File: src/rtl/fp_minmax_cmp_pipe.sv
// fp_minmax_cmp_pipe: IEEE-754 FMIN/FMAX/FEQ/FLT/FLE with RISC-V NaN, signed-zero and NV rules.
// Latency: 2 cycles with no stalls (stage 1 classify + magnitude compare, stage 2 select); 1 op/cycle.
// Backpressure: ready_o = adv1 (never depends on valid_i); outputs hold stable while valid_o & !ready_i.
// Ports: clk_i/rst_i (sync, active-high); valid_i/ready_o + operand_a_i/operand_b_i/operation_i/tag_i in;
//        valid_o/ready_i + result_o/tag_o/invalid_op_o out (invalid_op_o qualified by valid_o).
module fp_minmax_cmp_pipe #(
  parameter int EXP_W = 8,
  parameter int MAN_W = 23,
  parameter int TAG_W = 5
) (
  input  logic                   clk_i,
  input  logic                   rst_i,
  input  logic                   valid_i,
  output logic                   ready_o,
  input  logic [EXP_W+MAN_W:0]   operand_a_i,
  input  logic [EXP_W+MAN_W:0]   operand_b_i,
  input  logic [2:0]             operation_i,
  input  logic [TAG_W-1:0]       tag_i,
  output logic                   valid_o,
  input  logic                   ready_i,
  output logic [EXP_W+MAN_W:0]   result_o,
  output logic [TAG_W-1:0]       tag_o,
  output logic                   invalid_op_o
);

  localparam int W = 1 + EXP_W + MAN_W;

  localparam logic [2:0] OP_FMIN = 3'd0;
  localparam logic [2:0] OP_FMAX = 3'd1;
  localparam logic [2:0] OP_FEQ  = 3'd2;
  localparam logic [2:0] OP_FLT  = 3'd3;
  localparam logic [2:0] OP_FLE  = 3'd4;

  localparam logic [W-1:0] CANON_NAN = {1'b0, {EXP_W{1'b1}}, 1'b1, {(MAN_W-1){1'b0}}};

  // Infinities are not tracked: their order falls out of the unsigned magnitude compare.
  typedef struct packed {
    logic zero;
    logic nan;
    logic snan;
  } cls_t;

  function automatic cls_t classify(input logic [W-2:0] mag);
    logic [EXP_W-1:0] e;
    logic [MAN_W-1:0] m;
    cls_t             c;
    e      = mag[W-2:MAN_W];
    m      = mag[MAN_W-1:0];
    c.zero = (e == '0) && (m == '0);
    c.nan  = (&e) && (m != '0);
    c.snan = c.nan && !m[MAN_W-1];
    return c;
  endfunction

  // Pipeline control
  logic s1_valid, s2_valid, adv1, adv2;

  assign adv2    = !s2_valid || ready_i;
  assign adv1    = !s1_valid || adv2;
  assign ready_o = adv1;
  assign valid_o = s2_valid;

  // Stage 1: operands, classification, magnitude compare, sideband
  logic [W-1:0]     s1_a, s1_b;
  cls_t             s1_ca, s1_cb;
  logic             s1_lt_mag, s1_eq_mag;
  logic [2:0]       s1_op;
  logic [TAG_W-1:0] s1_tag;

  always_ff @(posedge clk_i) begin
    if (rst_i) begin
      s1_valid  <= 1'b0;
      s1_a      <= '0;
      s1_b      <= '0;
      s1_ca     <= '0;
      s1_cb     <= '0;
      s1_lt_mag <= 1'b0;
      s1_eq_mag <= 1'b0;
      s1_op     <= '0;
      s1_tag    <= '0;
    end else if (adv1) begin
      s1_valid <= valid_i;
      if (valid_i) begin
        s1_a      <= operand_a_i;
        s1_b      <= operand_b_i;
        s1_ca     <= classify(operand_a_i[W-2:0]);
        s1_cb     <= classify(operand_b_i[W-2:0]);
        s1_lt_mag <= operand_a_i[W-2:0] <  operand_b_i[W-2:0];
        s1_eq_mag <= operand_a_i[W-2:0] == operand_b_i[W-2:0];
        s1_op     <= operation_i;
        s1_tag    <= tag_i;
      end
    end
  end

  // Stage 2 select
  logic         sa, sb, any_nan, any_snan, both_zero, a_lt_b, a_eq_b;
  logic [W-1:0] nxt_res;
  logic         nxt_nv;

  always_comb begin
    sa        = s1_a[W-1];
    sb        = s1_b[W-1];
    any_nan   = s1_ca.nan  | s1_cb.nan;
    any_snan  = s1_ca.snan | s1_cb.snan;
    both_zero = s1_ca.zero & s1_cb.zero;
    // a_lt_b / a_eq_b are only meaningful for non-NaN pairs; NaN is masked at use.
    a_eq_b    = !any_nan && (both_zero || ((sa == sb) && s1_eq_mag));
    if (both_zero)      a_lt_b = 1'b0;
    else if (sa != sb)  a_lt_b = sa;
    else if (!sa)       a_lt_b = s1_lt_mag;
    else                a_lt_b = !s1_lt_mag && !s1_eq_mag;

    nxt_res = '0;
    nxt_nv  = 1'b0;
    case (s1_op)
      OP_FMIN, OP_FMAX: begin
        nxt_nv = any_snan;
        if (s1_ca.nan && s1_cb.nan) nxt_res = CANON_NAN;
        else if (s1_ca.nan)         nxt_res = s1_b;
        else if (s1_cb.nan)         nxt_res = s1_a;
        // +0 vs -0: FMIN picks the negative one, FMAX the positive one.
        else if (both_zero)         nxt_res = ((s1_op == OP_FMIN) == sa) ? s1_a : s1_b;
        else if (s1_op == OP_FMIN)  nxt_res = (a_lt_b || a_eq_b) ? s1_a : s1_b;
        else                        nxt_res = a_lt_b ? s1_b : s1_a;
      end
      OP_FEQ: begin
        nxt_res = {{(W-1){1'b0}}, a_eq_b};
        nxt_nv  = any_snan;
      end
      OP_FLT: begin
        nxt_res = {{(W-1){1'b0}}, a_lt_b && !any_nan};
        nxt_nv  = any_nan;
      end
      OP_FLE: begin
        nxt_res = {{(W-1){1'b0}}, (a_lt_b || a_eq_b) && !any_nan};
        nxt_nv  = any_nan;
      end
      default: begin
        nxt_res = '0;
        nxt_nv  = 1'b1;
      end
    endcase
  end

  always_ff @(posedge clk_i) begin
    if (rst_i) begin
      s2_valid     <= 1'b0;
      result_o     <= '0;
      tag_o        <= '0;
      invalid_op_o <= 1'b0;
    end else if (adv2) begin
      s2_valid <= s1_valid;
      if (s1_valid) begin
        result_o     <= nxt_res;
        tag_o        <= s1_tag;
        invalid_op_o <= nxt_nv;
      end
    end
  end

endmodule

File: config.mk
export PLATFORM = sky130hd
export DESIGN_NAME = fp_minmax_cmp_pipe
export DESIGN_NICKNAME = d
export VERILOG_FILES = /design/src/rtl/fp_minmax_cmp_pipe.sv
export SDC_FILE = /design/constraint.sdc
export NUM_CORES = 1
export LEC_CHECK = 0
export ABC_CLOCK_PERIOD_IN_PS = 4100
export CELL_PAD_IN_SITES_DETAIL_PLACEMENT = 1
export CELL_PAD_IN_SITES_GLOBAL_PLACEMENT = 1
export CORE_ASPECT_RATIO = 1.1
export CORE_UTILIZATION = 41
export DETAILED_ROUTE_END_ITERATION = 8
export GPL_TIMING_DRIVEN = 0
export PLACE_DENSITY = 0.9
export RECOVER_POWER = 100
export SYNTH_ARGS = -nofsm -noshare
export SYNTH_HDL_FRONTEND = slang
export SYNTH_SLANG_ARGS = --single-unit
File: constraint.sdc
create_clock -name clk_i -period 4.1 [get_ports clk_i]
set_clock_uncertainty 0.05 [all_clocks]
set_input_delay 0.82 -clock clk_i [delete_from_list [all_inputs] [get_ports clk_i]]
set_output_delay 0.82 -clock clk_i [all_outputs]
set_load 0.03 [all_outputs]
==> results.txt <==
The critical path in this run is classified as input pin to flip-flop. The dominant synthesized flop cell is sky130_fd_sc_hd__dfxtp_1. The die outline height is between 100 and 150 um.

STA classifies the critical path startpoint as an input pin. The total number of vias came out at roughly 7,000. The number of enable flip-flop cells after synthesis came out at 0. The cell count after synthesis is ~830. The root buffer cell chosen for the clock tree is sky130_fd_sc_hd__clkbuf_16.

The flip-flop and latch area is about 0.0024 mm^2. The final number of max-transition violations came out at 0. The number of gates resized after cts came out at 0.

The H-tree depth reported by CTS came out at 4. The average wire per cell in the routed design came out at 20.36 um. The synthesized area divided by synthesized cell count is 7.456 um^2. The number of hold-slack violations in the final timing report came out at 0. Setup repair after global routing left no endpoint under its margin.

The sequential fraction of design power came out at ~36%. The maximum VDD drop is between 0.2 and 0.3 mV. The ratio of final minimum period to clock period came out at between 80% and 90%.

The cell family contributing the most delay on the critical path is simple AND/OR/NAND/NOR gates. The count of max-cap constraint violations is 0. The net count after synthesis came out at 941. The later-pin clock latency in the skew report is roughly 430 ps. The total setup violations reported at the end of the flow is 0.

The congestion estimate from routability-driven global placement came to a little under 0.9. In the detailed route, the total length drawn on met2 is 11,500 um. The worst-path cell with the longest stage delay is sky130_fd_sc_hd__nor2_1. The number of remaining DRC errors is 0. The final-layout fill cell count came out at 1,821. The number of I/O port buffers came out at 115.

The clock drives 120 sinks. After layout, the minimum clock period comes to 3677 ps. The width of the chip is 119.4 um. The number of setup buffers added after CTS is 0. The proportion of layout cells with a drive suffix above 1 is 4.893%. The number of global-route vias before repair came to 7,259. The first-pass iteration count of the detailed router is 5. The maximum number of buffers from clock root to sink came out at 2.

For the pin with the worst max-slew slack, the measured transition is 792.3 ps. The detail-routed via count per cell came out at just under 6. The number of clock buffers inserted by TritonCTS is 17.

The initial cell density of the core came out at 42.54%. Of all cell types, the one taking the most synthesized area is sky130_fd_sc_hd__dfxtp_1. The CTS tree is yes. The highest attainable clock frequency is between 200 and 300 MHz. The global-route wire length before repair is about 38,000 um. The power per unit of standard cell area came out at between 400 and 500 mW/mm^2. The number of nets still failing antenna checks after routing is 0.

The sum of overflow across all layers after global routing is 0. The wire length after detailed routing came out at 23,880 um. The met1 layer wirelength in the final routing is 9596 um.

The core region is 0.01462 mm^2. In this run the top signal layer used is met4. The number of DRC markers after the initial detailed-route iteration is 494. The number of buffers added to fix hold violations after cts is 0. The sequential fraction of the synthesis area is about two fifths. The largest incremental delay on the critical path came out at ~720 ps.

The post-route core utilization came out at 56.47%. The number of buffer and inverter stages on the critical path is 3. The die covers around 0.016 mm^2. Summing every instance area after synthesis gives 0.006218 mm^2. After synthesis, the cell types taking the most area are sky130_fd_sc_hd__dfxtp_1, sky130_fd_sc_hd__nand2_1, sky130_fd_sc_hd__a21oi_1. The share of synthesized registers carrying an async set or reset is 0%. In this run the tightest slew margin relative to its limit is 46.99%. The number of distinct library cells after synthesis is 50.

The largest net degree at the start of global routing came out at 17. The post-synthesis to final-layout area growth came out at 32.76%. The initial antenna violation count came out at 0. The total area of multi-input combinational cells is 0.003446 mm^2. In this run the worst hold path is classified as flip-flop to flip-flop. In the global route stage, overall resource usage came out at between 30% and 40%. The clock network fraction of design power came out at 47.1%. The placed wire-length estimate after detailed placement is 16,800 um. Internal power comes to 2509 uW.

After synthesis, the largest area contributor takes up 38.63% of total cell area. In this run the register-to-register setup slack is ~1100 ps. The net switching power of the design is 988.0 uW.

For this run, the number of Yosys warnings is 0. The fraction of power spent switching nets came out at 28.25%. The clock-pin slew on the worst setup and hold paths came out at 60 ps. The number of storage elements in the synthesis netlist came out at 120. Pin placement for this block handled approximately 120 I/O pins. The flow ran to the end, and the final reports show no timing, DRC or antenna violations. The worst setup path is captured at a flip-flop. The highest fanout seen on the critical path is 10. The leakage power of the design is about 0.0034 uW.

Setup total negative slack on the finished layout was measured at 0 ps. For the worst setup path, the data required time is 4420 ps. The total number of nets in the final design is ~1,100.

For the worst setup path, the data arrival time is 3990 ps. Combinational logic is responsible for about 17% of the overall power. The total inserted antenna cells came out at 0. The initialized floorplan defines 46 standard-cell rows. The met3 wire length came out at 1509 um. The signal on the critical path passes through dlygate4sd3_1, nand2b_2, nand2_1, or4_1, clkbuf_1, clkbuf_1, nor2_1, o221ai_1, nand2_1.
area by class of cell:
| type | count | area share, % |
|---|---|---|
| Multi-Input combinational cell | 625 | 41.74 |
| Sequential cell | 120 | 29.10 |
| Timing Repair Buffer | 115 | 13.94 |
| Clock buffer | 19 | 5.487 |
| Tap cell | 192 | 2.910 |
| Buffer | 54 | 2.895 |
| Clock inverter | 13 | 2.334 |
| Inverter | 35 | 1.591 |
metal layers:
metal | global-route usage, % | up-vias
li1 | - | 3195
met1 | 36.44 | 3393
met2 | 51.55 | 306
met3 | 6.684 | 106
met4 | 19.86 | 0
met5 | 0 | -
flip-flops by register name, summed over array words and instances (netlist names), 3 cells and up:
signal	count
result_o	32
s1_ca	3
tag_o	5
s1_a	32
s1_b	32
s1_op	3
s1_tag	5
s1_cb	3
worst min-delay path: stages (launching register included):
cell                      delay [ps]
sky130_fd_sc_hd__dfxtp_1         320
sky130_fd_sc_hd__a21oi_1          60
sky130_fd_sc_hd__nand2_1          40
power by group through the flow:
stage	Clock (uW)	Sequential [uW]	Combinational (uW)
final	1650	1270	577
after global routing	1700	1280	625
after CTS	1650	1270	580
after detailed placement	0	1300	568
after global placement	0	1290	551
after floorplan	0	1320	285
synthesized netlist by cell type (all sizes together), types with 13 or more instances:
cell type  count
nand2        224
inv           35
nor4          15
nand4         15
nor2b         17
o21ai         30
a21oi        111
clkbuf        44
ha            31
and3          13
or4           15
o22ai         14
a211oi        14
dfxtp        120
nor2          40
cell families after synthesis:
logic type,after synthesis,share of synthesized area [%]
AND/OR/NAND/NOR,368,26.58
adder cells (fa/ha/maj),31,6.237
flip-flops,120,38.63
multiplexers,2,0.3420
AO/OA/AOI/OAI,221,21.53
XOR/XNOR,3,0.7245
buffers and inverters,89,5.956
worst paths after layout:
kind / start / end / cells past startpoint
hold reg to reg: result_o[3]$_SDFFE_PP0P_ / result_o[3]$_SDFFE_PP0P_ / 2
setup reg to reg: s1_valid$_SDFFE_PP0N_ / result_o[18]$_SDFFE_PP0P_ / 8
setup / recovery: ready_i / result_o[18]$_SDFFE_PP0P_ / 9
hold / removal: result_o[3]$_SDFFE_PP0P_ / result_o[3]$_SDFFE_PP0P_ / 2
stage by stage:
| step | power [uW] | instances | setup slack, ps | cell area (um^2) | hold slack, ps |
|---|---|---|---|---|---|
| floorplan | 1606 | 834 | 1524 | 6218 | 386.6 |
| global placement | 1845 | 1141 | 182.4 | 7610 | 388.0 |
| detailed placement | 1866 | 1141 | 144.7 | 7610 | 392.9 |
| CTS | 3502 | 1173 | 536.2 | 8255 | 406.6 |
| global route | 3605 | 1173 | 182.8 | 8255 | 423.9 |
| finish | 3497 | 1173 | 423.1 | 8255 | 394.0 |
cells in the final DEF (no fill, tap or decap), types with 11 or more instances in the layout:
cell type                         netlist  layout
sky130_fd_sc_hd__nand2_1              224     224
sky130_fd_sc_hd__dfxtp_1              120     120
sky130_fd_sc_hd__a21oi_1              110     110
sky130_fd_sc_hd__clkdlybuf4s50_1        0      71
sky130_fd_sc_hd__clkbuf_1              44      44
sky130_fd_sc_hd__dlygate4sd3_1          0      44
sky130_fd_sc_hd__nor2_1                40      40
sky130_fd_sc_hd__inv_1                 35      35
sky130_fd_sc_hd__ha_1                  31      31
sky130_fd_sc_hd__o21ai_0               20      30
sky130_fd_sc_hd__nor2b_1               17      17
sky130_fd_sc_hd__clkbuf_16              0      17
sky130_fd_sc_hd__or4_1                 15      15
sky130_fd_sc_hd__nor4_1                15      15
sky130_fd_sc_hd__nand4_1               15      15
sky130_fd_sc_hd__a211oi_1              14      14
sky130_fd_sc_hd__o22ai_1               14      14
sky130_fd_sc_hd__and3_1                13      13
sky130_fd_sc_hd__nand3_1               11      11
Note: power is estimated with default switching activity, not from simulation.
